File: src/rtl/item_ram_arbiter_if.sv
// Client and RAM-side signal bundle for the item RAM arbiter.
// The slave modport is the arbiter's view; master is the clients' and RAM's view.
interface item_ram_arbiter_if;
  logic        load_req;
  logic [3:0]  load_addr;
  logic [31:0] load_wdata;
  logic        load_gnt;

  logic        draw_req;
  logic        draw_lock;
  logic [3:0]  draw_addr;
  logic        draw_gnt;
  logic        draw_rvalid;

  logic        rope_req;
  logic        rope_we;
  logic [3:0]  rope_addr;
  logic [31:0] rope_wdata;
  logic        rope_gnt;
  logic        rope_rvalid;

  logic [31:0] rdata;
  logic [3:0]  ram_address;
  logic [31:0] ram_data;
  logic        ram_wren;
  logic [31:0] ram_q;
  logic [7:0]  starve_cnt;

  modport slave (
    input  load_req, load_addr, load_wdata,
    input  draw_req, draw_lock, draw_addr,
    input  rope_req, rope_we, rope_addr, rope_wdata,
    input  ram_q,
    output load_gnt, draw_gnt, draw_rvalid, rope_gnt, rope_rvalid,
    output rdata, ram_address, ram_data, ram_wren, starve_cnt
  );

  modport master (
    output load_req, load_addr, load_wdata,
    output draw_req, draw_lock, draw_addr,
    output rope_req, rope_we, rope_addr, rope_wdata,
    output ram_q,
    input  load_gnt, draw_gnt, draw_rvalid, rope_gnt, rope_rvalid,
    input  rdata, ram_address, ram_data, ram_wren, starve_cnt
  );
endinterface

File: src/rtl/item_ram_arbiter.sv
// Single-port arbiter for the 16x32 item RAM: loader > renderer > rope, with a
// renderer burst lock and a forced rope slot once the rope has starved long enough.
module item_ram_arbiter #(
  parameter int RAM_LAT      = 1,
  parameter int STARVE_LIMIT = 64
) (
  input logic              clock,
  input logic              reset,
  item_ram_arbiter_if.slave bus
);
  localparam logic [1:0] LAT_LAST   = 2'(RAM_LAT - 1);
  localparam logic [7:0] STARVE_LIM = 8'(STARVE_LIMIT);

  typedef enum logic [1:0] {S_IDLE, S_ACCESS, S_WAIT} state_t;
  typedef enum logic [1:0] {OWN_LOAD, OWN_DRAW, OWN_ROPE} owner_t;

  typedef struct packed {
    owner_t      owner;
    logic        we;
    logic [3:0]  addr;
    logic [31:0] wdata;
  } acc_t;

  state_t      state, state_nx;
  acc_t        acc, acc_nx;
  logic [1:0]  wait_cnt;
  logic [7:0]  starve;
  logic [31:0] rdata_q;
  logic        draw_rv_q, rope_rv_q;
  logic        in_access, capture, rope_elig;

  assign in_access = (state == S_ACCESS);
  assign capture   = (state == S_WAIT) && (wait_cnt == LAT_LAST);
  // Under draw_lock the rope is eligible only once it has starved long enough.
  assign rope_elig = bus.rope_req && (!bus.draw_lock || (starve >= STARVE_LIM));

  always_comb begin
    state_nx = state;
    acc_nx   = acc;
    case (state)
      S_IDLE: begin
        if (bus.load_req) begin
          acc_nx   = '{OWN_LOAD, 1'b1, bus.load_addr, bus.load_wdata};
          state_nx = S_ACCESS;
        end else if (rope_elig && bus.draw_lock) begin
          acc_nx   = '{OWN_ROPE, bus.rope_we, bus.rope_addr, bus.rope_wdata};
          state_nx = S_ACCESS;
        end else if (bus.draw_req) begin
          acc_nx   = '{OWN_DRAW, 1'b0, bus.draw_addr, 32'h0};
          state_nx = S_ACCESS;
        end else if (rope_elig) begin
          acc_nx   = '{OWN_ROPE, bus.rope_we, bus.rope_addr, bus.rope_wdata};
          state_nx = S_ACCESS;
        end
      end
      S_ACCESS: state_nx = acc.we ? S_IDLE : S_WAIT;
      S_WAIT:   if (capture) state_nx = S_IDLE;
      default:  state_nx = S_IDLE;
    endcase
  end

  always_ff @(posedge clock) begin
    if (reset) begin
      state     <= S_IDLE;
      acc       <= '0;
      wait_cnt  <= 2'd0;
      starve    <= 8'd0;
      rdata_q   <= 32'h0;
      draw_rv_q <= 1'b0;
      rope_rv_q <= 1'b0;
    end else begin
      state     <= state_nx;
      acc       <= acc_nx;
      wait_cnt  <= (state == S_WAIT && !capture) ? wait_cnt + 2'd1 : 2'd0;
      draw_rv_q <= capture && (acc.owner == OWN_DRAW);
      rope_rv_q <= capture && (acc.owner == OWN_ROPE);
      if (capture) rdata_q <= bus.ram_q;
      if (!bus.rope_req || bus.rope_gnt) starve <= 8'd0;
      else if (starve != 8'hFF)          starve <= starve + 8'd1;
    end
  end

  assign bus.load_gnt    = in_access && (acc.owner == OWN_LOAD);
  assign bus.draw_gnt    = in_access && (acc.owner == OWN_DRAW);
  assign bus.rope_gnt    = in_access && (acc.owner == OWN_ROPE);
  assign bus.draw_rvalid = draw_rv_q;
  assign bus.rope_rvalid = rope_rv_q;
  assign bus.rdata       = rdata_q;
  assign bus.ram_address = acc.addr;
  assign bus.ram_data    = acc.wdata;
  assign bus.ram_wren    = in_access && acc.we;
  assign bus.starve_cnt  = starve;
endmodule

File: src/flat_wrapper.sv
// flat-port wrapper written by rule: the top's interface ports become plain ports
module item_ram_arbiter_flat 
#(
  parameter int RAM_LAT      = 1,
  parameter int STARVE_LIMIT = 64
)
  (clock, reset, bus_load_req, bus_load_addr, bus_load_wdata, bus_draw_req, bus_draw_lock, bus_draw_addr, bus_rope_req, bus_rope_we, bus_rope_addr, bus_rope_wdata, bus_ram_q, bus_load_gnt, bus_draw_gnt, bus_draw_rvalid, bus_rope_gnt, bus_rope_rvalid, bus_rdata, bus_ram_address, bus_ram_data, bus_ram_wren, bus_starve_cnt);
  item_ram_arbiter_if bus_i ();
  input logic clock;
  input logic reset;
  input wire logic [$bits(bus_i.load_req)-1:0] bus_load_req;
  input wire logic [$bits(bus_i.load_addr)-1:0] bus_load_addr;
  input wire logic [$bits(bus_i.load_wdata)-1:0] bus_load_wdata;
  input wire logic [$bits(bus_i.draw_req)-1:0] bus_draw_req;
  input wire logic [$bits(bus_i.draw_lock)-1:0] bus_draw_lock;
  input wire logic [$bits(bus_i.draw_addr)-1:0] bus_draw_addr;
  input wire logic [$bits(bus_i.rope_req)-1:0] bus_rope_req;
  input wire logic [$bits(bus_i.rope_we)-1:0] bus_rope_we;
  input wire logic [$bits(bus_i.rope_addr)-1:0] bus_rope_addr;
  input wire logic [$bits(bus_i.rope_wdata)-1:0] bus_rope_wdata;
  input wire logic [$bits(bus_i.ram_q)-1:0] bus_ram_q;
  output wire logic [$bits(bus_i.load_gnt)-1:0] bus_load_gnt;
  output wire logic [$bits(bus_i.draw_gnt)-1:0] bus_draw_gnt;
  output wire logic [$bits(bus_i.draw_rvalid)-1:0] bus_draw_rvalid;
  output wire logic [$bits(bus_i.rope_gnt)-1:0] bus_rope_gnt;
  output wire logic [$bits(bus_i.rope_rvalid)-1:0] bus_rope_rvalid;
  output wire logic [$bits(bus_i.rdata)-1:0] bus_rdata;
  output wire logic [$bits(bus_i.ram_address)-1:0] bus_ram_address;
  output wire logic [$bits(bus_i.ram_data)-1:0] bus_ram_data;
  output wire logic [$bits(bus_i.ram_wren)-1:0] bus_ram_wren;
  output wire logic [$bits(bus_i.starve_cnt)-1:0] bus_starve_cnt;
  assign bus_i.load_req = bus_load_req;
  assign bus_i.load_addr = bus_load_addr;
  assign bus_i.load_wdata = bus_load_wdata;
  assign bus_i.draw_req = bus_draw_req;
  assign bus_i.draw_lock = bus_draw_lock;
  assign bus_i.draw_addr = bus_draw_addr;
  assign bus_i.rope_req = bus_rope_req;
  assign bus_i.rope_we = bus_rope_we;
  assign bus_i.rope_addr = bus_rope_addr;
  assign bus_i.rope_wdata = bus_rope_wdata;
  assign bus_i.ram_q = bus_ram_q;
  assign bus_load_gnt = bus_i.load_gnt;
  assign bus_draw_gnt = bus_i.draw_gnt;
  assign bus_draw_rvalid = bus_i.draw_rvalid;
  assign bus_rope_gnt = bus_i.rope_gnt;
  assign bus_rope_rvalid = bus_i.rope_rvalid;
  assign bus_rdata = bus_i.rdata;
  assign bus_ram_address = bus_i.ram_address;
  assign bus_ram_data = bus_i.ram_data;
  assign bus_ram_wren = bus_i.ram_wren;
  assign bus_starve_cnt = bus_i.starve_cnt;
  item_ram_arbiter #(.RAM_LAT(RAM_LAT), .STARVE_LIMIT(STARVE_LIMIT)) u_core (.clock(clock), .reset(reset), .bus(bus_i));
endmodule
File: config.mk
export PLATFORM = sky130hd
export DESIGN_NAME = item_ram_arbiter_flat
export DESIGN_NICKNAME = d
export VERILOG_FILES = /design/src/rtl/item_ram_arbiter_if.sv /design/src/rtl/item_ram_arbiter.sv /design/src/flat_wrapper.sv
export SDC_FILE = /design/constraint.sdc
export NUM_CORES = 1
export LEC_CHECK = 0
export ABC_CLOCK_PERIOD_IN_PS = 1600
export BUFFER_PORTS_ARGS = -buffer_cell sky130_fd_sc_hd__buf_2
export CAP_MARGIN = 20
export CORE_MARGIN = 4
export CORE_UTILIZATION = 30
export CTS_CLUSTER_DIAMETER = 50
export DETAILED_ROUTE_END_ITERATION = 16
export PLACE_DENSITY = 0.57
export SLEW_MARGIN = 20
export SYNTH_ARGS = -nofsm -noshare
export SYNTH_HDL_FRONTEND = slang
export SYNTH_SLANG_ARGS = --single-unit
File: constraint.sdc
create_clock -name clock -period 1.6 [get_ports clock]
set_input_delay 0.32 -clock clock [delete_from_list [all_inputs] [get_ports clock]]
set_output_delay 0.32 -clock clock [all_outputs]
set_load 0.01 [all_outputs]
Yosys cells after proc, flatten, opt, wreduce, memory -nomap -nowiden:

Cells that the tools add are included.

* mux-type cells: 11
* equality and inequality tests: 7
* bitwise logic cells: 1
* $lt $le $gt $ge: 1
* reduce and logical (&&, ||, !) cells: 23
* add/subtract/negate cells: 2

Operators by type and width (count)
* 39-bit 2-to-1 mux: 4
* 2-bit 2-to-1 mux: 6
* 1-bit logical AND: 10
* 8-bit by 1-bit adder with 8-bit output, second input constant: 1
* 8-bit by 7-bit greater-or-equal comparator with 1-bit output, second input constant: 1
* 8-bit != test, second input constant: 1
* 2-bit zero test: 3
* 2-bit case mux with 3 select lines: 1
* 5-bit by 3-bit != test with 1-bit output, second input constant: 1
* 2-bit by 1-bit == test with 1-bit output, second input constant: 2
* 2-bit == test, second input constant: 2
* 2-bit AND reduction: 2
* 4-bit nonzero test: 1
* 2-bit OR reduction: 2
* 1-bit zero test: 3
* 2-bit by 1-bit adder with 2-bit output, second input constant: 1
* 1-bit logical OR: 2
* 2-bit by 1-bit != test with 1-bit output, second input constant: 1
* 1-bit NOT: 1

* flip-flop bits (word level): 85
* output and inout bits: 82

Depth between registers and ports, before layout:

Gate-level depths: netlist (run 1).

* depth in word-level cells: 8
* gate-level depth with buffers: 8

Least setup slack after synthesis (run 1):

No wires, ideal clock.

* path type: register to register
* start point: register u_core.starve[7], in the netlist u_core.bus.starve_cnt[7]
* end point: register u_core.acc, in the netlist u_core.bus.ram_address[0]
* required time: 1.468 ns
* arrival time: 1.525 ns
* setup time: 0.132 ns
* stages on the path, launching flop included: 6
* clock period less this slack: 1.657 ns
* slack: -0.057 ns
* cell sequence: dfxtp_1 or4_4 o211a_1 clkbuf_1 o211ai_1 a21oi_1

* longest elaborated chain between the ends: 6
* elaborated cells on any way between the ends: 8
* classes of those cells: order compare (1); mux (2); reduce/logical (5)

Ends and longest elaborated chain
* start: declaration: line item_ram_arbiter.sv:27 `logic [7:0] starve;`
* start signal: assignment: line item_ram_arbiter.sv:79 `else if (starve != 8'hFF) starve <= starve + 8'd1;`
* 8-bit by 7-bit greater-or-equal comparator with 1-bit output *: line item_ram_arbiter.sv:35 `assign rope_elig = bus.rope_req && (!bus.draw_lock || (starve >= STARVE_LIM));`
* 1-bit logical OR *: line item_ram_arbiter.sv:35
* 1-bit logical AND *: line item_ram_arbiter.sv:35
* 1-bit logical AND: line item_ram_arbiter.sv:45 `end else if (rope_elig && bus.draw_lock) begin`
* 4-bit nonzero test (no source line) or 39-bit 2-to-1 mux (tied branches)
* 2-bit AND reduction (no source line) or 39-bit 2-to-1 mux (tied branches)
* end signal: assignment: line item_ram_arbiter.sv:73 `acc <= acc_nx;`
* end: declaration: line item_ram_arbiter.sv:25 `acc_t acc, acc_nx;`

Mark *: on every way between the ends. The rest lies on a longest branch, timed or not.
A chain may end at the register's enable or synchronous reset.

Worst setup path in the final report (run 1):

* start point: register u_core.starve[7], in the netlist u_core.bus.starve_cnt[7]
* end point: register u_core.acc, in the netlist u_core.bus.ram_data[25]

The elaborated chain is that of the path after synthesis.

==> results of run 1 <==
## layout make-up
| cell class | count | area share |
|---|---|---|
| Inverter | 7 | 0.00497 |
| Clock inverter | 6 | 0.0163 |
| Timing Repair Buffer | 222 | 0.246 |
| Multi-Input combinational cell | 281 | 0.327 |
| Sequential cell | 85 | 0.323 |
| Clock buffer | 10 | 0.0433 |
| Tap cell | 168 | 0.0397 |
## through the flow
step                std cells   util  cell area (µm²)  worst slack (ps)  power (mW)
CTS                       775  0.426             5180             -62.1        5.71
detailed placement        754  0.390             4740              -257        3.36
global route              779  0.435             5290              -136        5.97
finish                    779  0.435             5290             -55.6        5.69
floorplan                 441      -             3780              7.26        3.08
global placement          754  0.389             4730              -375        3.33
## flip-flops by register name, summed over array words and instances, names as in the netlist
name / count
u_core.bus.ram_data: 32
u_core.bus.rdata: 32
u_core.bus.starve_cnt: 8
u_core.bus.ram_address: 4
u_core.acc: 3
u_core.state: 2
u_core.wait_cnt: 2
u_core.bus.draw_rvalid: 1
u_core.bus.rope_rvalid: 1
## worst max path at each step
stage	start	endpoint	slack, ps	cells after the start
after floorplan	u_core.acc[38]	u_core.bus.starve_cnt[5]	7	5
after global placement	bus_rope_req	u_core.bus.ram_data[6]	-370	5
after detailed placement	bus_draw_req	u_core.bus.ram_data[14]	-260	6
after CTS	u_core.bus.starve_cnt[7]	u_core.acc[37]	-60	6
after global routing	u_core.bus.starve_cnt[7]	u_core.bus.ram_data[16]	-140	6
final	u_core.bus.starve_cnt[7]	u_core.bus.ram_data[25]	-60	6
## timing repair
| action | in CTS | in global routing |
|---|---|---|
| setup endpoints to repair | 39 | 43 |
| pin swaps | 28 | 4 |
| gates resized for setup | 11 | 19 |
| buffers inserted | 3 | 3 |
| cloned | 2 | 2 |
## power by group through the flow
stage / Combinational (mW) / Sequential (mW) / Clock (mW)
3_5_place_dp: 0.974 / 2.39 / 0
4_1_cts: 1.08 / 2.34 / 2.29
3_3_place_gp: 0.953 / 2.38 / 0
6_report: 1.12 / 2.35 / 2.21
5_1_grt: 1.23 / 2.36 / 2.38
2_1_floorplan: 0.688 / 2.39 / 0
## kinds of logic (layout without fill, tap and decap cells)
kind of cell	count (synthesis)	after routing	synth area share
xor+xnor	3	3	0.00697
mux	1	1	0.00266
flops	85	85	0.452
compound gates	96	97	0.187
buf+inv	76	245	0.122
fa+ha+maj	2	2	0.00664
simple gates	178	178	0.223
## placed cells by master (no fill, tap or decap), drive strengths merged, types with 2 or more instances in the layout
master and n:
a221oi 26, nand2 75, nor2 46, xor2 3, clkbuf 11, or4 2, nor4b 2, o21ai 2
a31o 4, buf 221, bufinv 2, nand3 3, a21boi 4, a211oi 2, clkinv 2, a21oi 41
or3 2, nor3 31, or3b 2, nand2b 8, ha 2, a222oi 6, dfxtp 85, o211ai 7
inv 8
## critical path: cells and delay by family, from the launching register on
family                 cells  cell delay (ps)
AND/OR/NAND/NOR            2              690
flip-flops                 1              320
buffers and inverters      2              310
AO/OA/AOI/OAI              2              250
## routing by layer
layer | GRT usage | vias up | routed length, µm
met5 | 0 | - | 0
met4 | 0.0616 | 0 | 157
met3 | 0.0452 | 11 | 806
met2 | 0.244 | 118 | 5530
met1 | 0.177 | 1703 | 4980
li1 | - | 1837 | -
==> out/results.txt, run 1 <==
Status: finished with violations
Failing checks: negative setup slack
Initial core utilization: 0.310
Final Max Slew Viols: 0
CTS max path bufs: 2
Layout Nets: 723
VDD IR max: 0.000520 V
Leakage: 2.38 nW
Synth top area share: 0.452
Crit Path Max Fanout: 8
CP peak stage delay: 530 ps
Syn_area_per_cell: 8.55 µm²
Post-synth top area cell: dfxtp_1
DRT Pass-1 Iters: 4
Setup_tns: -536 ps
Count leader, synth: dfxtp_1
Endpoint, Worst Hold: u_core.bus.rdata[5]
Crit path launch type: flop
Yosys warns: 0
Layout Skew: 5.20 ps
ANT nets after route: 0
CP Class: reg2reg
Hold buffer count at CTS: 0
Final wirelength: 11500 µm
DIE WIDTH: 120 µm
Hold Startpoint: bus_ram_q[5]
Clock buffer count from CTS: 9
Via count: 3669
Grt total ovfl: 0
Min Hold Slack: 217 ps
Internal: 4.17 mW
Fin crit share: 1.03
Sw frac: 0.266
Setup crit end kind: flop
Hold Vio Cnt, Final: 0
Synth async-reset ratio: 0
Skew-Pair Late Insertion Delay: 330 ps
Max Fclk: 604 MHz
Seq pwr share: 0.413
GRT Util Overall: 0.147
Worst slew pin tran: 536 ps
Dominant synthesized flop cell: dfxtp_1
Vias in the first global route: 3520
Die area: 0.0144 mm²
Core area: 0.0122 mm²
R2R Setup Slk: -60 ps
RSZ-0062 raised after global routing: yes
Seq/Total Area, Yosys: 0.452
Clock slew at reported path FFs: 60 ps
CP arrival: 1910 ps
Port-buffer cells: 196
Residual DRC: 0
R2r endpoint: u_core.bus.ram_data[25]
CP max stage cell: or4_4
Post-route worst setup slack: -55.6 ps
WP data required: 1860 ps
RR Startpoint: u_core.bus.starve_cnt[7]
GPL Wtd Cong: 0.716
EDFF count, synth: 0
Pin count of the biggest net entering global routing: 79
Pwr dens: 1070 mW/mm²
Critical-path cell list: or4_4 -> o211ai_4 -> buf_6 -> buf_12 -> a221oi_1 -> nor3_1
Netlist cell types: 47
Die Height: 120 µm
DP Wirelength: 7780 µm
Logic pwr share: 0.198
# diodes: 0
Initial DRC Count: 151
Net switching power figure: 1.51 mW
CTS tree: done
Area contributors post-synth: dfxtp_1 45%, nand2_1 7.5%, buf_4 7.4%, a221oi_1 6.0%, a21oi_1 5.2%
Vias per cell: 4.71
Std cell rows: 40
Layout cells sized above 1: 0.458
Tmin final: 1660 ps
Clock net sink count: 85
First-pass GRT wire length: 17300 µm
Clock Power Share: 0.390
Fill cell count: 1226
Slew headroom: 0.642
Synth Cell Area: 0.00377 mm²
Routed WL per cell: 14.7 µm
Initial antenna violation count: 0
Synth top cells by count: 85 x dfxtp_1, 75 x nand2_1, 46 x nor2_1, 39 x a21oi_1, 37 x buf_4
R2R depth: 6
Min-Delay Path Class: in2reg
Hold depth: 3
Area delta synth->final: 40.4%
IO Pins: 197
H-tree depth: 3
Multi-input logic area: 0.00173 mm²
CTS Root Buffer Type: clkbuf_16
Post-synthesis net count: 558
Max-cap violation count: 0
Register Area: 0.00171 mm²
Final setup vio count: 21
Gate Count Post-Synth: 441
Seq cells post-synth: 85
(Power assumes the default switching activity.)
==> inputs of run 2 (changes only) <==
- ABC_CLOCK_PERIOD_IN_PS: 1600 -> 1900
- PLACE_DENSITY: 0.57 -> 0.55
- clock period: 1.6 -> 1.9 ns (I/O delays scaled with it)
==> run 2 against run 1 <==
Compared with the run above:
- global-route usage down 0.13 points
- routed wire length decreased by 7.3%
- design area decreased by 6.3%
- clock-buffer cell count rose by 3
- critical path type is now reg2out
- highest routed layer unchanged
- final cell count down 1.8%
- the run now ends clean
- power is 22% lower
- clock power down 25%
- sequential share of layout area rose by 2.0 points
- largest cell class is now registers
- non-clock buffer count down 13
- utilization fell by 2.7 points
- hold slack gained 58 ps
- clock skew hardly changed
==> out/results.txt, run 2 (synthesized netlist as in run 1, its figures left out) <==
Grt total ovfl: 0 (unchanged)
CTS max path bufs: 2 (unchanged)
Clock buffer count from CTS: 9 (unchanged)
Std cell rows: 40 (unchanged)
CP arrival: 1350 ps (-560 ps)
Initial DRC Count: 182 (+21%)
CP Buf/Inv Count: 1 (-1)
Clock slew at reported path FFs: 60 ps (about the same)
Layout Skew: 5.38 ps (+0.177 ps)
Setup crit end kind: primary output
Layout cells sized above 1: 0.412 (-0.0462)
Dpl cells: 749 (-0.66%)
Fin crit share: 0.913
Layout Nets: 709 (-1.9%)
Leakage: 2.24 nW (-5.9%)
H-tree depth: 3 (unchanged)
DRT Pass-1 Iters: 5 (+1)
IO Pins: 197 (unchanged)
CTS tree: done
Initial core utilization: 0.310 (unchanged)
Tmin final: 1730 ps
Skew-Pair Late Insertion Delay: 340 ps (about the same)
Pwr dens: 893 mW/mm² (-17%)
Hold Startpoint: bus_ram_q[1]
Hold buffer count at CTS: 0 (unchanged)
Vias in the first global route: 3632 (+3.2%)
Slew headroom: 0.513 (-0.129)
RSZ-0062 raised after global routing: no
DP Wirelength: 7870 µm (+1.1%)
Port-buffer cells: 196 (unchanged)
Layout Cells excl Fill: 765 (-1.8%)
Final wirelength: 10600 µm (-7.3%)
DIE WIDTH: 120 µm (unchanged)
Vias per cell: 4.79 (+1.7%)
First-pass GRT wire length: 17100 µm (-1.0%)
Leading cell types in the layout, fill and taps excluded: 196 x buf_2, 85 x dfxtp_1, 75 x nand2_1
Final setup vio count: 0 (-100%)
CTS Root Buffer Type: clkbuf_16
Critical path origin: u_core.acc[38]
Routed WL per cell: 13.9 µm (-5.6%)
Area delta synth->final: 31.5%
Clock net sink count: 85 (unchanged)
Finished Core Util: 0.408 (-0.0275)
Commonest non-fill, non-tap cell in the layout: buf_2
# diodes: 0 (unchanged)
Post-Place Cell Area: 0.00467 mm² (-1.4%)
Via count: 3663 (-0.16%)
Status: completed
GRT Util Overall: 0.146 (-0.00127)
Crit Path Max Fanout: 5 (-3)
Final Max Slew Viols: 0 (unchanged)
GPL Wtd Cong: 0.710 (-0.82%)
WP data required: 1520 ps (-340 ps)
Min-Delay Path Class: in2reg
Pin count of the biggest net entering global routing: 42 (-47%)
CP Class: reg2out
Die area: 0.0144 mm² (unchanged)
Worst slew pin tran: 729 ps (+193 ps)
VDD IR max: 0.000310 V (-40%)
Residual DRC: 0 (unchanged)
Initial antenna violation count: 0 (unchanged)
Hold Vio Cnt, Final: 0 (unchanged)
ANT nets after route: 0 (unchanged)
Crit path launch type: flop
Post-route cell area: 0.00496 mm² (-6.3%)
RR Startpoint: u_core.bus.starve_cnt[7]
Max Fclk: 576 MHz
CP max stage cell: nor4bb_2
CP delay by family, top: simple AND/OR/NAND/NOR gates
Critical-path cell list: nor4bb_2 -> buf_2
Max-cap violation count: 0 (unchanged)
Setup Fix Bufs, Post-CTS: 0 (-3)
Worst slack at placement: 54.6 ps (+312 ps)
CP peak stage delay: 430 ps (-100 ps)
Post-route worst setup slack: 165 ps (+221 ps)
Core area: 0.0122 mm² (unchanged)
Die Height: 120 µm (unchanged)
run 2: cell count changes in the layout (fill, tap and decap cells not counted), sizes merged:
cell      delta
bufinv       -2
inv          -1
clkinvlp     +1
buf         -12
a21oi        -1
clkbuf       +2
clkinv       -1
run 2: layer usage:
layer  wire length, µm  track usage  vias up  share of wire
met5                 0            0        -              0
li1                  -            -     1806              -
met3               821       0.0438       10          0.077
met4               163       0.0594        0          0.015
met2              5200        0.247      122           0.49
met1              4450        0.173     1725           0.42
run 2: final cells by class:
| type | count | area, µm² |
|---|---|---|
| fill | 1246 | 7200 |
| sequential | 85 | 1700 |
| multi-input combinational | 280 | 1620 |
| timing repair buffer | 209 | 1120 |
| clock buffer | 13 | 260 |
| tap | 168 | 210 |
| inverter | 7 | 26.3 |
| clock inverter | 3 | 20.0 |
run 2: what timing repair did:
| item | in CTS | in global routing |
|---|---|---|
| endpoints found under the setup margin | 1 | 0 |
| gates resized for setup | 1 | 0 |
| hold endpoints to repair | 0 | 0 |
run 2: worst min-delay path, cell delays in order:
cell	delay [ps]
buf_2	90
nand2_1	40
a21oi_1	50
run 2: through the flow:
| stage | TNS [ps] | power (mW) | hold WS (ps) |
|---|---|---|---|
| 6_report | 0 | 4.43 | 275 |
| 5_1_grt | 0 | 4.68 | 268 |
| 3_5_place_dp | 0 | 2.82 | 413 |
| 2_1_floorplan | 0 | 2.59 | 400 |
| 4_1_cts | 0 | 4.51 | 257 |
| 3_3_place_gp | -2380 | 2.80 | 410 |
run 2: worst paths after layout:
path	to	slack [ps]	depth (start not counted)
max	bus_rope_gnt	170	2
min	u_core.bus.rdata[1]	270	3
max reg2reg	u_core.bus.ram_data[19]	190	5
min reg2reg	u_core.wait_cnt[0]	420	1
run 2: report_power, final:
group	internal, mW	leakage (nW)	switching, mW	total (mW)
logic	0.359	1.41	0.440	0.799
clock network	0.956	0.132	0.698	1.65
registers	1.91	0.695	0.0638	1.97
